File: src/rtl/params.sv
// Shared constants and types for the bullet pool: screen geometry, bullet kinematics,
// pool defaults and the sweep FSM encoding.
package params;

  localparam int VRES         = 480;
  localparam int PADDLE_H     = 20;
  localparam int BULLET_H     = 8;
  localparam int BULLET_W     = 4;
  localparam int BULLET_SPEED = 4;

  localparam int N_SLOTS_DEFAULT         = 4;
  localparam int COOLDOWN_FRAMES_DEFAULT = 8;

  localparam int COORD_W = 12;

  typedef enum logic [1:0] {
    IDLE   = 2'd0,
    UPDATE = 2'd1,
    ALLOC  = 2'd2
  } pool_state_t;

  // Bullets spawn with their bottom edge resting on top of the paddle.
  function automatic logic [COORD_W-1:0] spawn_y();
    return COORD_W'(VRES - PADDLE_H - BULLET_H);
  endfunction

endpackage

File: src/rtl/bullet_pool_ctrl_first_free_enc.sv
// Lowest-index free slot finder: purely combinational priority encoder over the
// active mask; free_vld is low when every slot is in flight.
module first_free_enc #(
  parameter int N     = 4,
  parameter int IDX_W = (N > 1) ? $clog2(N) : 1
) (
  input  logic [N-1:0]     slot_active,
  output logic             free_vld,
  output logic [IDX_W-1:0] free_idx
);

  always_comb begin
    free_vld = 1'b0;
    free_idx = '0;
    // Walk downward so the lowest free index is the last one written.
    for (int i = N - 1; i >= 0; i--) begin
      if (!slot_active[i]) begin
        free_vld = 1'b1;
        free_idx = IDX_W'(i);
      end
    end
  end

endmodule

File: src/rtl/bullet_pool_ctrl.sv
// Bullet pool: per-frame sweep moves each in-flight bullet up one step, then one
// allocation slot spawns a bullet on a pending press; fsync->fire_ack is N_SLOTS+1 cycles.
module bullet_pool_ctrl
  import params::*;
#(
  parameter int N_SLOTS         = N_SLOTS_DEFAULT,
  parameter int COOLDOWN_FRAMES = COOLDOWN_FRAMES_DEFAULT
) (
  input  logic                  pixel_clk,
  input  logic                  rst_n,
  input  logic                  fsync,
  input  logic                  fire,
  input  logic [11:0]           player_x,
  input  logic [N_SLOTS-1:0]    hit,
  output logic [N_SLOTS-1:0]    slot_active,
  output logic [N_SLOTS*12-1:0] slot_x,
  output logic [N_SLOTS*12-1:0] slot_y,
  output logic                  fire_ack,
  output logic                  busy
);

  localparam int IDX_W = (N_SLOTS > 1) ? $clog2(N_SLOTS) : 1;
  localparam int CD_W  = (COOLDOWN_FRAMES > 0) ? $clog2(COOLDOWN_FRAMES + 1) : 1;

  localparam logic signed [11:0] SPEED     = 12'(BULLET_SPEED);
  localparam logic [11:0]        SPAWN_Y   = spawn_y();
  localparam logic [IDX_W-1:0]   LAST_IDX  = IDX_W'(N_SLOTS - 1);
  localparam logic [CD_W-1:0]    CD_RELOAD = CD_W'(COOLDOWN_FRAMES);

  pool_state_t      state;
  pool_state_t      state_nxt;
  logic [IDX_W-1:0] idx;
  logic [IDX_W-1:0] idx_nxt;

  logic [2:0]         fire_sync;
  logic               fire_prev;
  logic               press;
  logic               fire_pending;
  logic [CD_W-1:0]    cooldown;
  logic [N_SLOTS-1:0] hit_pend;
  logic [11:0]        pos_x [N_SLOTS];
  logic [11:0]        pos_y [N_SLOTS];

  logic             free_vld;
  logic [IDX_W-1:0] free_idx;
  logic             alloc_go;

  assign press = fire_sync[2] & ~fire_prev;

  first_free_enc #(
    .N     (N_SLOTS),
    .IDX_W (IDX_W)
  ) u_first_free (
    .slot_active (slot_active),
    .free_vld    (free_vld),
    .free_idx    (free_idx)
  );

  always_ff @(posedge pixel_clk) begin
    if (!rst_n) begin
      state <= IDLE;
      idx   <= '0;
    end else begin
      state <= state_nxt;
      idx   <= idx_nxt;
    end
  end

  always_comb begin
    state_nxt = state;
    idx_nxt   = idx;
    alloc_go  = 1'b0;
    busy      = 1'b1;
    case (state)
      IDLE: begin
        busy = 1'b0;
        if (fsync) begin
          state_nxt = UPDATE;
          idx_nxt   = '0;
        end
      end
      UPDATE: begin
        if (idx == LAST_IDX) begin
          state_nxt = ALLOC;
        end else begin
          idx_nxt = idx + IDX_W'(1);
        end
      end
      ALLOC: begin
        alloc_go  = fire_pending && (cooldown == '0) && free_vld;
        state_nxt = IDLE;
      end
      default: state_nxt = IDLE;
    endcase
  end

  always_ff @(posedge pixel_clk) begin
    if (!rst_n) begin
      fire_sync    <= '0;
      fire_prev    <= 1'b0;
      fire_pending <= 1'b0;
      cooldown     <= '0;
      fire_ack     <= 1'b0;
      hit_pend     <= '0;
      slot_active  <= '0;
      for (int i = 0; i < N_SLOTS; i++) begin
        pos_x[i] <= '0;
        pos_y[i] <= '0;
      end
    end else begin
      fire_sync <= {fire_sync[1:0], fire};
      fire_prev <= fire_sync[2];
      fire_ack  <= alloc_go;

      for (int i = 0; i < N_SLOTS; i++) begin
        if (state == UPDATE && idx == IDX_W'(i)) begin
          // A hit landing on the very cycle of processing is folded in here.
          hit_pend[i] <= 1'b0;
          if (slot_active[i]) begin
            if (hit_pend[i] || hit[i]) begin
              slot_active[i] <= 1'b0;
            end else if ($signed(pos_y[i]) > SPEED) begin
              pos_y[i] <= pos_y[i] - SPEED;
            end else begin
              slot_active[i] <= 1'b0;
            end
          end
        end else if (hit[i] && slot_active[i]) begin
          hit_pend[i] <= 1'b1;
        end
      end

      if (alloc_go) begin
        slot_active[free_idx] <= 1'b1;
        pos_x[free_idx]       <= player_x;
        pos_y[free_idx]       <= SPAWN_Y;
      end

      // Presses never carry across frames, but a press in the ALLOC cycle itself survives.
      if (state == ALLOC) begin
        if (alloc_go) begin
          cooldown <= CD_RELOAD;
        end else if (cooldown != '0) begin
          cooldown <= cooldown - CD_W'(1);
        end
        fire_pending <= press;
      end else if (press) begin
        fire_pending <= 1'b1;
      end
    end
  end

  for (genvar g = 0; g < N_SLOTS; g++) begin : g_pack
    assign slot_x[12*g +: 12] = pos_x[g];
    assign slot_y[12*g +: 12] = pos_y[g];
  end

endmodule

File: config.mk
export PLATFORM = sky130hd
export DESIGN_NAME = bullet_pool_ctrl
export DESIGN_NICKNAME = d
export VERILOG_FILES = /design/src/rtl/params.sv /design/src/rtl/bullet_pool_ctrl_first_free_enc.sv /design/src/rtl/bullet_pool_ctrl.sv
export SDC_FILE = /design/constraint.sdc
export NUM_CORES = 1
export LEC_CHECK = 0
export BUFFER_PORTS_ARGS = -buffer_cell sky130_fd_sc_hd__buf_2
export CAP_MARGIN = 30
export CELL_PAD_IN_SITES_DETAIL_PLACEMENT = 1
export CELL_PAD_IN_SITES_GLOBAL_PLACEMENT = 1
export CORE_UTILIZATION = 39
export CTS_BUF_LIST = sky130_fd_sc_hd__clkbuf_4 sky130_fd_sc_hd__clkbuf_8
export CTS_CLUSTER_SIZE = 25
export DETAILED_ROUTE_END_ITERATION = 16
export PLACE_DENSITY = 0.79
export SYNTH_ARGS = -nofsm -noshare
export SYNTH_HDL_FRONTEND = slang
export SYNTH_HIERARCHICAL = 1
export SYNTH_SLANG_ARGS = --single-unit
File: constraint.sdc
create_clock -name pixel_clk -period 2.4 [get_ports pixel_clk]
set_input_delay 0.12 -clock pixel_clk [delete_from_list [all_inputs] [get_ports pixel_clk]]
set_output_delay 0.12 -clock pixel_clk [all_outputs]
set_load 0.02 [all_outputs]
==> results <==
- The worst hold path class is input port to flop.
- The peak supply drop is 0.0002116 V.
- The biggest area consumer among synthesized cells is sky130_fd_sc_hd__edfxtp_1.
- The worst hold path terminates at state[0].
- The number of nets with antenna violations after routing is 0.
- The first global-routing pass estimated 20.96 mm of wire.
- The congestion estimate from routability-driven global placement came to 0.8586.
- The net switching share of the total power is 0.2377.
- The number of max-capacitance violations reported is 0.
- The gate count of the mapped netlist is 481.
- At the end of the flow the core is filled with cells to 0.4801.
- The final cycle utilization of the critical path is 0.9278.
- The least setup slack across all paths after layout is 0.1734 ns.
- The worst endpoint data arrival time is 2.55 ns.
- The share of synthesized area in the top cell type comes to 0.2828.
- The number of global-route vias before repair was 4,116.
- The cell area after synthesis is 5096 µm².
- In the post-synthesis netlist, the biggest area contributors are sky130_fd_sc_hd__edfxtp_1, sky130_fd_sc_hd__dfxtp_1, sky130_fd_sc_hd__and3_1.
- By count the netlist is led by sky130_fd_sc_hd__dfxtp_1, sky130_fd_sc_hd__edfxtp_1, sky130_fd_sc_hd__and3_1.
- The placeable core region is 12,670 µm².
- The length in cells of the worst reg-to-reg path is 5.
- Buffers inserted to repair hold after CTS numbered 1.
- The critical path endpoint category is a flop.
- The start of the worst register-to-register path is idx[1].
- The clock share of power is 0.341.
- The filler cell count is 1,442.
- In this run the number of H-tree levels came out at 3.
- Along the worst hold path, the cell count comes to 3.
- The capture instance of the worst register-to-register path is pos_y[3][9].
- In the final design database the tool counted 634 nets.
- Across every metal layer, demand over resource in global routing totals 0.2029.
- The worst setup slack for register-to-register paths is 0.17 ns.
- The die is 116.3 µm tall.
- The half-perimeter wire length after placement is 10.08 mm.
- The power share of the sequential group is 0.602.
- The completed layout was analyzed and its total power is 3313 µW.
- The number of antenna violations at the first check in global routing is 0.
- The floorplan step defined a die boundary enclosing 13,530 µm².
- The worst hold path begins at fsync.
- Counting tap cells, the placed design contains a total of 761 instances.
- TritonCTS built the clock tree.
- The total clock sinks is 110.
- The slew at the pin closest to its max-slew limit is 0.5296 ns.
- The number of antenna diodes in the final layout is 0.
- After synthesis the netlist holds a flip-flop and latch count of 110.
- The maximum root-to-sink buffer count is 2.
- The number of failing setup endpoints in the final timing report is 0.
- In this run the static leakage power is 0.002656 µW.
- The number of detailed-route iterations in the first pass is 4.
- The tightest slew margin relative to the limit is 0.6419.
- The critical path in this run is classified as flop to flop.
- Data on the critical path is required at its endpoint by 2.72 ns.
- The fraction of layout cells with a size suffix above 1 is 0.2706.
- The number of pins with negative max-slew slack in the final report was 0.
- The final routed wire length divided by cell count is 17.35 µm.
- The analysis attributes to net switching a power of 787.4 µW.
- The startpoint type of the worst setup path is a flop.
- The smallest clock period supported by the final layout is computed as 2.227 ns.
- The total internal power is 2526 µW.
- The setup TNS after final layout is 0 ns.
- Based on the critical path, the design can be clocked at up to 449.1 MHz.
- The initial utilization of the core area, before any placement, comes to 0.4022.
- Gates resized during post-CTS repair numbered 0.
- The number of synthesized flops with an enable pin is 48.
- The Yosys step of the flow raised 6 warnings.
- The overall via count from detail_route is 4,229.
- For the final database, setup skew stands at 0.008879 ns.
- The predominant post-synthesis flop cell is sky130_fd_sc_hd__dfxtp_1.
- The die width is 116.3 µm.
- The number of buffers inserted by post-CTS setup repair is 0.
- The clock-pin transition on the worst setup and hold timing paths is 0.10 ns.
- The final cell count without fillers is 778.
- Pin placement for this block handled 122 I/O pins.
- Of all flip-flops after synthesis, the portion carrying an async set or reset was 0.
- In this run, the number of DRC markers left after iteration 0 of detailed routing was 177.
- For this run, the register share of the synthesized area comes to 0.5264.
- The final layout contains routed wiring with a total length of 13.50 mm.
- Compared with the post-synthesis result, the final layout area differs by 19.37%.
- The pin count of the biggest net entering global routing is 41.
- The worst-path maximum fanout is 6.
- The count of endpoints failing hold in the final timing report is 0.
- After floorplanning, the core was divided into 41 placement rows.
- During placement, the flow inserted port buffers numbering 113.
- Clock tree synthesis inserted a total of 9 buffers.
- The remaining global-route overflow is 0.
- The number of distinct library cells after synthesis is 66.
- The pre-CTS worst setup slack is 0.2115 ns.
- The flow ran to the end, and the final reports show no timing, DRC or antenna violations.
- Tracing the worst setup path back leads to its startpoint at idx[1].
- A synthesized cell averages 10.59 µm².
- Clock tree synthesis selected as its root buffer the cell sky130_fd_sc_hd__clkbuf_8.
- The dominant cell by count in the synthesized netlist is sky130_fd_sc_hd__dfxtp_1.
- The later pin in the worst-skew pair is clocked with a latency of 0.39 ns.
- Of the total power, combinational logic draws 0.057.
- Setup repair after global routing left no endpoint under its margin.
- In the routed design, unresolved DRC markers number 0.
- The via count normalized by instance count is 5.436.
- The power per standard cell area is 544.6 nW/µm².
[flip-flops by register name (all words and copies together), names as in the netlist, 2 cells and up]
| name | count |
|---|---|
| cooldown | 4 |
| fire_sync | 3 |
| hit_pend | 4 |
| idx | 2 |
| pos_x | 48 |
| pos_y | 40 |
| slot_active | 4 |
| state | 2 |
[power groups by stage]
| stage | logic (µW) | registers, µW | clock network [µW] |
|---|---|---|---|
| 3_5_place_dp | 189 | 2040 | 0 |
| 6_report | 189 | 1990 | 1130 |
| 2_1_floorplan | 76.3 | 2070 | 0 |
| 5_1_grt | 203 | 2000 | 1210 |
| 3_3_place_gp | 185 | 2040 | 0 |
| 4_1_cts | 191 | 2000 | 1160 |
[cell families (layout without fill, tap and decap cells)]
kind of cell	count (synthesis)	count (layout)	synth area share
compound gates	100	100	0.1333
xor+xnor	1	1	0.001719
fa+ha+maj	13	13	0.03192
buf+inv	48	166	0.04223
flops	110	110	0.5264
mux	3	3	0.006138
other cells	1	8	0.0007359
simple gates	205	205	0.2576
[worst max-delay path, cell delays in order (launching register included)]
cell	delay [ns]
sky130_fd_sc_hd__dfxtp_1	0.43
sky130_fd_sc_hd__ha_1	0.31
sky130_fd_sc_hd__nand3b_1	0.17
sky130_fd_sc_hd__nor3b_1	0.46
sky130_fd_sc_hd__or4b_2	0.63
sky130_fd_sc_hd__a21oi_1	0.15
[cell type report]
cell class | instances | area, µm² | area share
Sequential cell | 110 | 2683 | 0.4410
Multi-Input combinational cell | 330 | 2230 | 0.3665
Timing Repair Buffer | 128 | 680.7 | 0.1119
Tap cell | 172 | 215.2 | 0.03538
Clock buffer | 10 | 131.4 | 0.02160
Inverter | 22 | 82.58 | 0.01357
Clock inverter | 6 | 61.31 | 0.01008
[through the flow]
stage	instance area, µm²	hold WS [ns]
3_3_place_gp	5881	0.3646
4_1_cts	6083	0.03116
6_report	6083	0.03351
3_5_place_dp	5881	0.3747
2_1_floorplan	5122	0.2473
5_1_grt	6083	0.04670
[metal layers]
metal  global-route usage  up-vias  wire, µm
met5                    0        -         0
met4              0.08376        0       246
met3              0.03425       18       650
met1               0.2419     2054      5734
li1                     -     2044         -
met2               0.3609      113      6868
[cell usage in the layout, fill, tap and decap left out, types with 3 or more instances in the layout]
master / instances
sky130_fd_sc_hd__a211oi_1: 7
sky130_fd_sc_hd__a21oi_1: 33
sky130_fd_sc_hd__a22oi_1: 3
sky130_fd_sc_hd__a311oi_1: 3
sky130_fd_sc_hd__a31oi_1: 8
sky130_fd_sc_hd__and2_1: 19
sky130_fd_sc_hd__and3_1: 38
sky130_fd_sc_hd__and3b_1: 4
sky130_fd_sc_hd__buf_2: 113
sky130_fd_sc_hd__buf_4: 14
sky130_fd_sc_hd__clkbuf_8: 9
sky130_fd_sc_hd__conb_1: 8
sky130_fd_sc_hd__dfxtp_1: 62
sky130_fd_sc_hd__edfxtp_1: 48
sky130_fd_sc_hd__ha_1: 13
sky130_fd_sc_hd__inv_1: 21
sky130_fd_sc_hd__nand2_1: 17
sky130_fd_sc_hd__nand2b_1: 6
sky130_fd_sc_hd__nand3_1: 8
sky130_fd_sc_hd__nand4_1: 6
sky130_fd_sc_hd__nor2_1: 21
sky130_fd_sc_hd__nor2b_1: 5
sky130_fd_sc_hd__nor3_1: 19
sky130_fd_sc_hd__nor4_1: 7
sky130_fd_sc_hd__o211ai_1: 4
sky130_fd_sc_hd__o21ai_0: 7
sky130_fd_sc_hd__o31a_1: 11
sky130_fd_sc_hd__o31ai_1: 6
sky130_fd_sc_hd__o41ai_1: 4
sky130_fd_sc_hd__or3_1: 12
sky130_fd_sc_hd__or4_1: 11
sky130_fd_sc_hd__or4b_2: 3
[worst max path at each step]
| stage | to | cells past startpoint |
|---|---|---|
| final | pos_y[3][9] | 5 |
| after global routing | pos_y[0][9] | 4 |
| after detailed placement | pos_y[3][9] | 5 |
| after global placement | pos_x[2][3] | 6 |
| after CTS | pos_y[3][9] | 5 |
| after floorplan | pos_x[1][0] | 5 |
(Power assumes the default switching activity.)
